## config.mk

```make
export PLATFORM = sky130hd
export DESIGN_NAME = vga_mode_sequencer
export DESIGN_NICKNAME = d
export VERILOG_FILES = /design/src/rtl/vga_mode_sequencer.sv
export SDC_FILE = /design/constraint.sdc
export NUM_CORES = 1
export LEC_CHECK = 0
export ABC_AREA = 0
export BUFFER_PORTS_ARGS = -buffer_cell sky130_fd_sc_hd__buf_2
export CAP_MARGIN = 20
export CORE_ASPECT_RATIO = 0.8
export CORE_MARGIN = 1.5
export CORE_UTILIZATION = 40
export CTS_CLUSTER_DIAMETER = 60
export DETAILED_ROUTE_END_ITERATION = 6
export HOLD_SLACK_MARGIN = 0.06
export PLACE_DENSITY = 0.75
export SLEW_MARGIN = 10
export SYNTH_ARGS = -nofsm -noshare
export SYNTH_HDL_FRONTEND = slang
export SYNTH_SLANG_ARGS = --single-unit
```

## constraint.sdc

```tcl
create_clock -name clk -period 5 [get_ports clk]
set_input_delay 0.75 -clock clk [delete_from_list [all_inputs] [get_ports clk]]
set_output_delay 0.75 -clock clk [all_outputs]
set_load 0.02 [all_outputs]
```

## src/rtl/vga_mode_sequencer.sv

```systemverilog
// ============================================================================
//  Module      : vga_mode_sequencer
//  Description : N-way display-mode selector between the VGA timing core and
//                the pins. It steps a requested mode forward/backward from
//                key ticks and commits the switch only at the start of
//                vertical blanking. It can force black for a programmable
//                number of frames after a switch. Colour and syncs leave
//                through one register stage.
//  Revision    : 1.0 - initial release
// ============================================================================
`default_nettype none

module vga_mode_sequencer #(
    parameter int NUM_MODES    = 4,
    parameter int MODE_W       = 2,
    parameter int DEFAULT_MODE = 0,
    parameter int BLANK_FRAMES = 1,
    parameter int V_ACTIVE     = 480,
    parameter int R_W          = 5,
    parameter int G_W          = 6,
    parameter int B_W          = 5
) (
    input  logic                   clk,
    input  logic                   rst_n,
    input  logic [11:0]            pixel_x,
    input  logic [11:0]            pixel_y,
    input  logic                   video_on,
    input  logic                   hsync_in,
    input  logic                   vsync_in,
    input  logic [3*NUM_MODES-1:0] rgb_in,
    input  logic                   mode_next,
    input  logic                   mode_prev,
    output logic [R_W-1:0]         vga_out_r,
    output logic [G_W-1:0]         vga_out_g,
    output logic [B_W-1:0]         vga_out_b,
    output logic                   vga_out_hs,
    output logic                   vga_out_vs,
    output logic [MODE_W-1:0]      mode,
    output logic                   busy
);

    // Reject configurations that could select a non-existent renderer.
    generate
        if (NUM_MODES < 2 || NUM_MODES > 16 ||
            DEFAULT_MODE < 0 || DEFAULT_MODE >= NUM_MODES ||
            MODE_W < $clog2(NUM_MODES) ||
            BLANK_FRAMES < 0 || BLANK_FRAMES > 15) begin : g_param_check
            $error("vga_mode_sequencer: illegal parameter combination");
        end
    endgenerate

    localparam logic [1:0] ST_RUN     = 2'd0;
    localparam logic [1:0] ST_PENDING = 2'd1;
    localparam logic [1:0] ST_BLANK   = 2'd2;

    localparam logic [MODE_W-1:0] MODE_LAST  = MODE_W'(NUM_MODES - 1);
    localparam logic [MODE_W-1:0] MODE_ONE   = MODE_W'(1);
    localparam logic [MODE_W-1:0] MODE_RST   = MODE_W'(DEFAULT_MODE);
    localparam logic [3:0]        BLANK_INIT = 4'(BLANK_FRAMES);

    logic [1:0]        state;
    logic [MODE_W-1:0] target;
    logic [3:0]        blank_cnt;

    logic              req_next;
    logic              req_prev;
    logic [MODE_W-1:0] target_upd;
    logic              at_boundary;
    logic [2:0]        sel_rgb;
    logic              force_black;

    // Next requested index: simultaneous next+prev cancel each other out.
    always_comb begin
        req_next   = mode_next & ~mode_prev;
        req_prev   = mode_prev & ~mode_next;
        target_upd = target;
        if (req_next) begin
            target_upd = (target == MODE_LAST) ? '0 : target + MODE_ONE;
        end else if (req_prev) begin
            target_upd = (target == '0) ? MODE_LAST : target - MODE_ONE;
        end
    end

    assign at_boundary = (pixel_y == 12'(V_ACTIVE)) && (pixel_x == 12'd0);

    // Mode state machine; the request of this cycle is folded in before any
    // commit so a tick landing on the boundary is not lost.
    always_ff @(posedge clk or negedge rst_n) begin
        if (!rst_n) begin
            state     <= ST_RUN;
            mode      <= MODE_RST;
            target    <= MODE_RST;
            blank_cnt <= 4'd0;
        end else begin
            target <= target_upd;
            case (state)
                ST_RUN: begin
                    if (target_upd != mode) begin
                        state <= ST_PENDING;
                    end
                end
                ST_PENDING: begin
                    if (target_upd == mode) begin
                        state <= ST_RUN;
                    end else if (at_boundary) begin
                        mode      <= target_upd;
                        blank_cnt <= BLANK_INIT;
                        state     <= (BLANK_INIT != 4'd0) ? ST_BLANK : ST_RUN;
                    end
                end
                ST_BLANK: begin
                    // Exiting blank never commits; a pending switch waits
                    // for the following boundary.
                    if (at_boundary) begin
                        blank_cnt <= blank_cnt - 4'd1;
                        if (blank_cnt <= 4'd1) begin
                            state <= (target_upd != mode) ? ST_PENDING : ST_RUN;
                        end
                    end
                end
                default: begin
                    state <= ST_RUN;
                end
            endcase
        end
    end

    // Renderer select driven by the committed mode only.
    always_comb begin
        sel_rgb = 3'b000;
        for (int k = 0; k < NUM_MODES; k++) begin
            if (mode == MODE_W'(k)) begin
                sel_rgb = rgb_in[3*k +: 3];
            end
        end
    end

    assign force_black = !video_on || (state == ST_BLANK);

    // Single output stage keeps colour and syncs aligned.
    always_ff @(posedge clk or negedge rst_n) begin
        if (!rst_n) begin
            vga_out_r  <= '0;
            vga_out_g  <= '0;
            vga_out_b  <= '0;
            vga_out_hs <= 1'b1;
            vga_out_vs <= 1'b1;
        end else begin
            vga_out_r  <= force_black ? '0 : {R_W{sel_rgb[2]}};
            vga_out_g  <= force_black ? '0 : {G_W{sel_rgb[1]}};
            vga_out_b  <= force_black ? '0 : {B_W{sel_rgb[0]}};
            vga_out_hs <= hsync_in;
            vga_out_vs <= vsync_in;
        end
    end

    assign busy = (state != ST_RUN);

endmodule

`default_nettype wire

```

==> impl_metrics.yaml <==
outcome:
  status: "finished clean"
place:
  port-buffer-count: 63
  pre_cts_slack_ns: 2.566
  dpl-instance-area_um2: 1324
  place_hpwl_um: 1994
  gp_congestion: 0.7849
  dp_cells: 192
power:
  vdd_drop_max_uv: 205.0
  powerDensity_nw_per_um2: 277.0
  p_leak_nw: 0.6942
  total_power_uw: 374.2
sta:
  worst_hold_slack_ns: 0.3528
  finalSetupTns_ns: 0
  maxSlewHeadroom_pct: 72.03
  fmax_mhz: 459.6
  hold_viol: 0
  slew_viol_final: 0
  rsz0062_at_grt: "no"
  fin_crit_ns: 2.176
  setup_viol: 0
  worst_slew_pin_slew_ns: 0.4195
  fin_ws_ns: 2.824
  finClkSkew_ns: 0.009780
  min_period_over_period_pct: 43.52
yosys:
  synth.distinct_cells: 35
  synth_seq_cells: 15
  async_flop_share_pct: 100.0
  synth_cells: 110
  postSynthAreaPerCell_um2: 9.850
  ys_top_cells_by_count: "buf_4 (13), dfrtp_1 (13), nand2_1 (7), nor2b_1 (7), nor2_1 (6)"
  synth-edff-count: 0
  synth_top_area_share_pct: 30.02
  synth-main-ff-cell: "dfrtp_1"
  ys_top_cells_by_area: "dfrtp_1 (30%), buf_4 (9.0%), mux4_2 (6.2%)"
  ys_warn_count: 0
  synth_top_cell_by_area: "dfrtp_1"
  synth.cell_area_um2: 1084
  yosysSeqAreaShare_pct: 34.87
  syn-num-nets: 157
detailed_routing:
  drcViolationCount: 0
  avgViaCountPerCell: 4.959
  ant_nets: 0
  via_count: 972
  dr.pass1.iters: 4
  routed_wl_um: 2383
  drtIter0Drc: 8
  wl_per_cell_um: 12.16
worst_setup_path:
  end_kind: "output port"
  critPathLaunchType: "flip-flop"
  worstPathArrival_ns: 1.43
  rrSetupSlack_ns: 3.02
  crit_path_cell_trace: "clkinv_1, nand2_1, buf_2"
  cp.buffers_inverters: 2
  crit_required_ns: 4.25
  rr_endpoint: "blank_cnt[1]"
  max_stage_delay_ns: 0.51
  crit_path_top_delay_cell: "dfrtp_1"
  startpoint: "state[0]"
  critPathCapture: "busy"
  r2r_cells: 7
  r2r_start: "target[0]"
  critPathKind: "reg2out"
  cp_max_fo: 9
  cpLargestDelayFamily: "flip-flops"
  crit_cells: 3
cells_and_area:
  nFillCells: 229
  layout.nets: 208
  diodes: 0
  final_util_pct: 54.00
  finalNonFillerCells: 196
  fin_area_um2: 1351
  drive_gt1_share_pct: 48.13
  area_growth_pct: 24.71
die:
  dieWidth_um: 61.19
  fp.dieH_um: 49.55
  initial_core_util_pct: 43.30
  row_count: 16
  core_area_um2: 2502
  io_pins: 64
  die_area_um2: 3032
hold_path:
  worstHoldPathType: "in2async"
clocking:
  clk_pin_slew_ns: 0.09
  cts_made_buffers: 3
  cts_tree: "done"
  cts_setup_buffers: 0
  cts-htree-levels: 1
  hold_buffers: 0
  cts.sinks: 15
  cts-root-buf: "clkbuf_4"
  clk_latency_ns: 0.28
  post_cts_resized: 0
  clock_path_buffers: 2
global_routing:
  overflow: 0
  grt_use_total_pct: 16.91
  grt_pass1_vias: 891
  grt_max_degree: 16
  antenna_found_initial: 0
  grt_pass1_wl_um: 3877
flow_run:
  drv_cap: 0
worst register-to-register path, stage by stage (launching register included):
cell       delay (ns)
dfrtp_1          0.41
inv_1            0.06
ha_1             0.30
mux2i_1          0.07
and2_1           0.18
or4_1            0.49
o2111ai_2        0.17
o221ai_1         0.17
layer usage:
| metal | part of all wire [%] | routed length [µm] | up-vias | track usage (%) |
|---|---|---|---|---|
| met4 | 0 | 0 | 0 | 2.899 |
| met5 | 0 | 0 | - | 0 |
| met1 | 42 | 1011 | 450 | 20.82 |
| li1 | - | - | 488 | - |
| met2 | 52 | 1251 | 34 | 28.55 |
| met3 | 5.0 | 120 | 0 | 5.774 |
cell families (layout without fill, tap and decap cells):
logic type	count (synthesis)	in the layout	synth area share [%]
AO/OA/AOI/OAI	14	14	12.24
XOR/XNOR	2	2	1.617
adder cells (fa/ha/maj)	4	4	4.619
buffers and inverters	23	73	13.16
flip-flops	15	15	34.87
multiplexers	8	8	11.08
AND/OR/NAND/NOR	44	44	22.40
cell type report:
cell class | count | area [µm²] | share of cell area, %
multi-input combinational | 72 | 563.0 | 41.67
sequential | 15 | 377.9 | 27.96
timing repair buffer | 63 | 315.3 | 23.33
tap | 36 | 45.04 | 3.333
clock buffer | 3 | 22.52 | 1.667
inverter | 6 | 22.52 | 1.667
clock inverter | 1 | 5.005 | 0.3704
worst min path at each step:
stage               slack [ns]  cells past startpoint      endpoint    startpoint
global route              0.36                      1  blank_cnt[1]         rst_n
CTS                       0.35                      1      state[0]         rst_n
finish                    0.35                      1  blank_cnt[1]         rst_n
detailed placement        0.55                      2  blank_cnt[1]  blank_cnt[1]
floorplan                 0.45                      0  blank_cnt[0]         rst_n
global placement          0.55                      2  blank_cnt[1]  blank_cnt[1]
power breakdown:
group | switching [mW] | leakage (nW) | total (mW) | internal, mW
logic | 0.0892 | 0.502 | 0.151 | 0.0621
registers | 0.0195 | 0.174 | 0.155 | 0.136
clock network | 0.0380 | 0.0177 | 0.0677 | 0.0297
state kept, by name, indices dropped and copies added (netlist names):
name,flops
blank_cnt,4
mode,2
state,2
target,2
vga_out_b,1
vga_out_g,1
vga_out_hs,1
vga_out_r,1
vga_out_vs,1
placed cells by master, fill, tap and decap left out, types with 4 or more instances in the layout:
cell type  instances
buf_2             63
dfrtp_1           13
ha_1               4
inv_1              5
nand2_1            7
nand3_1            5
nor2_1             6
nor2b_1            7
nor3_1             4
nor4_1             5
(Power assumes the default switching activity.)
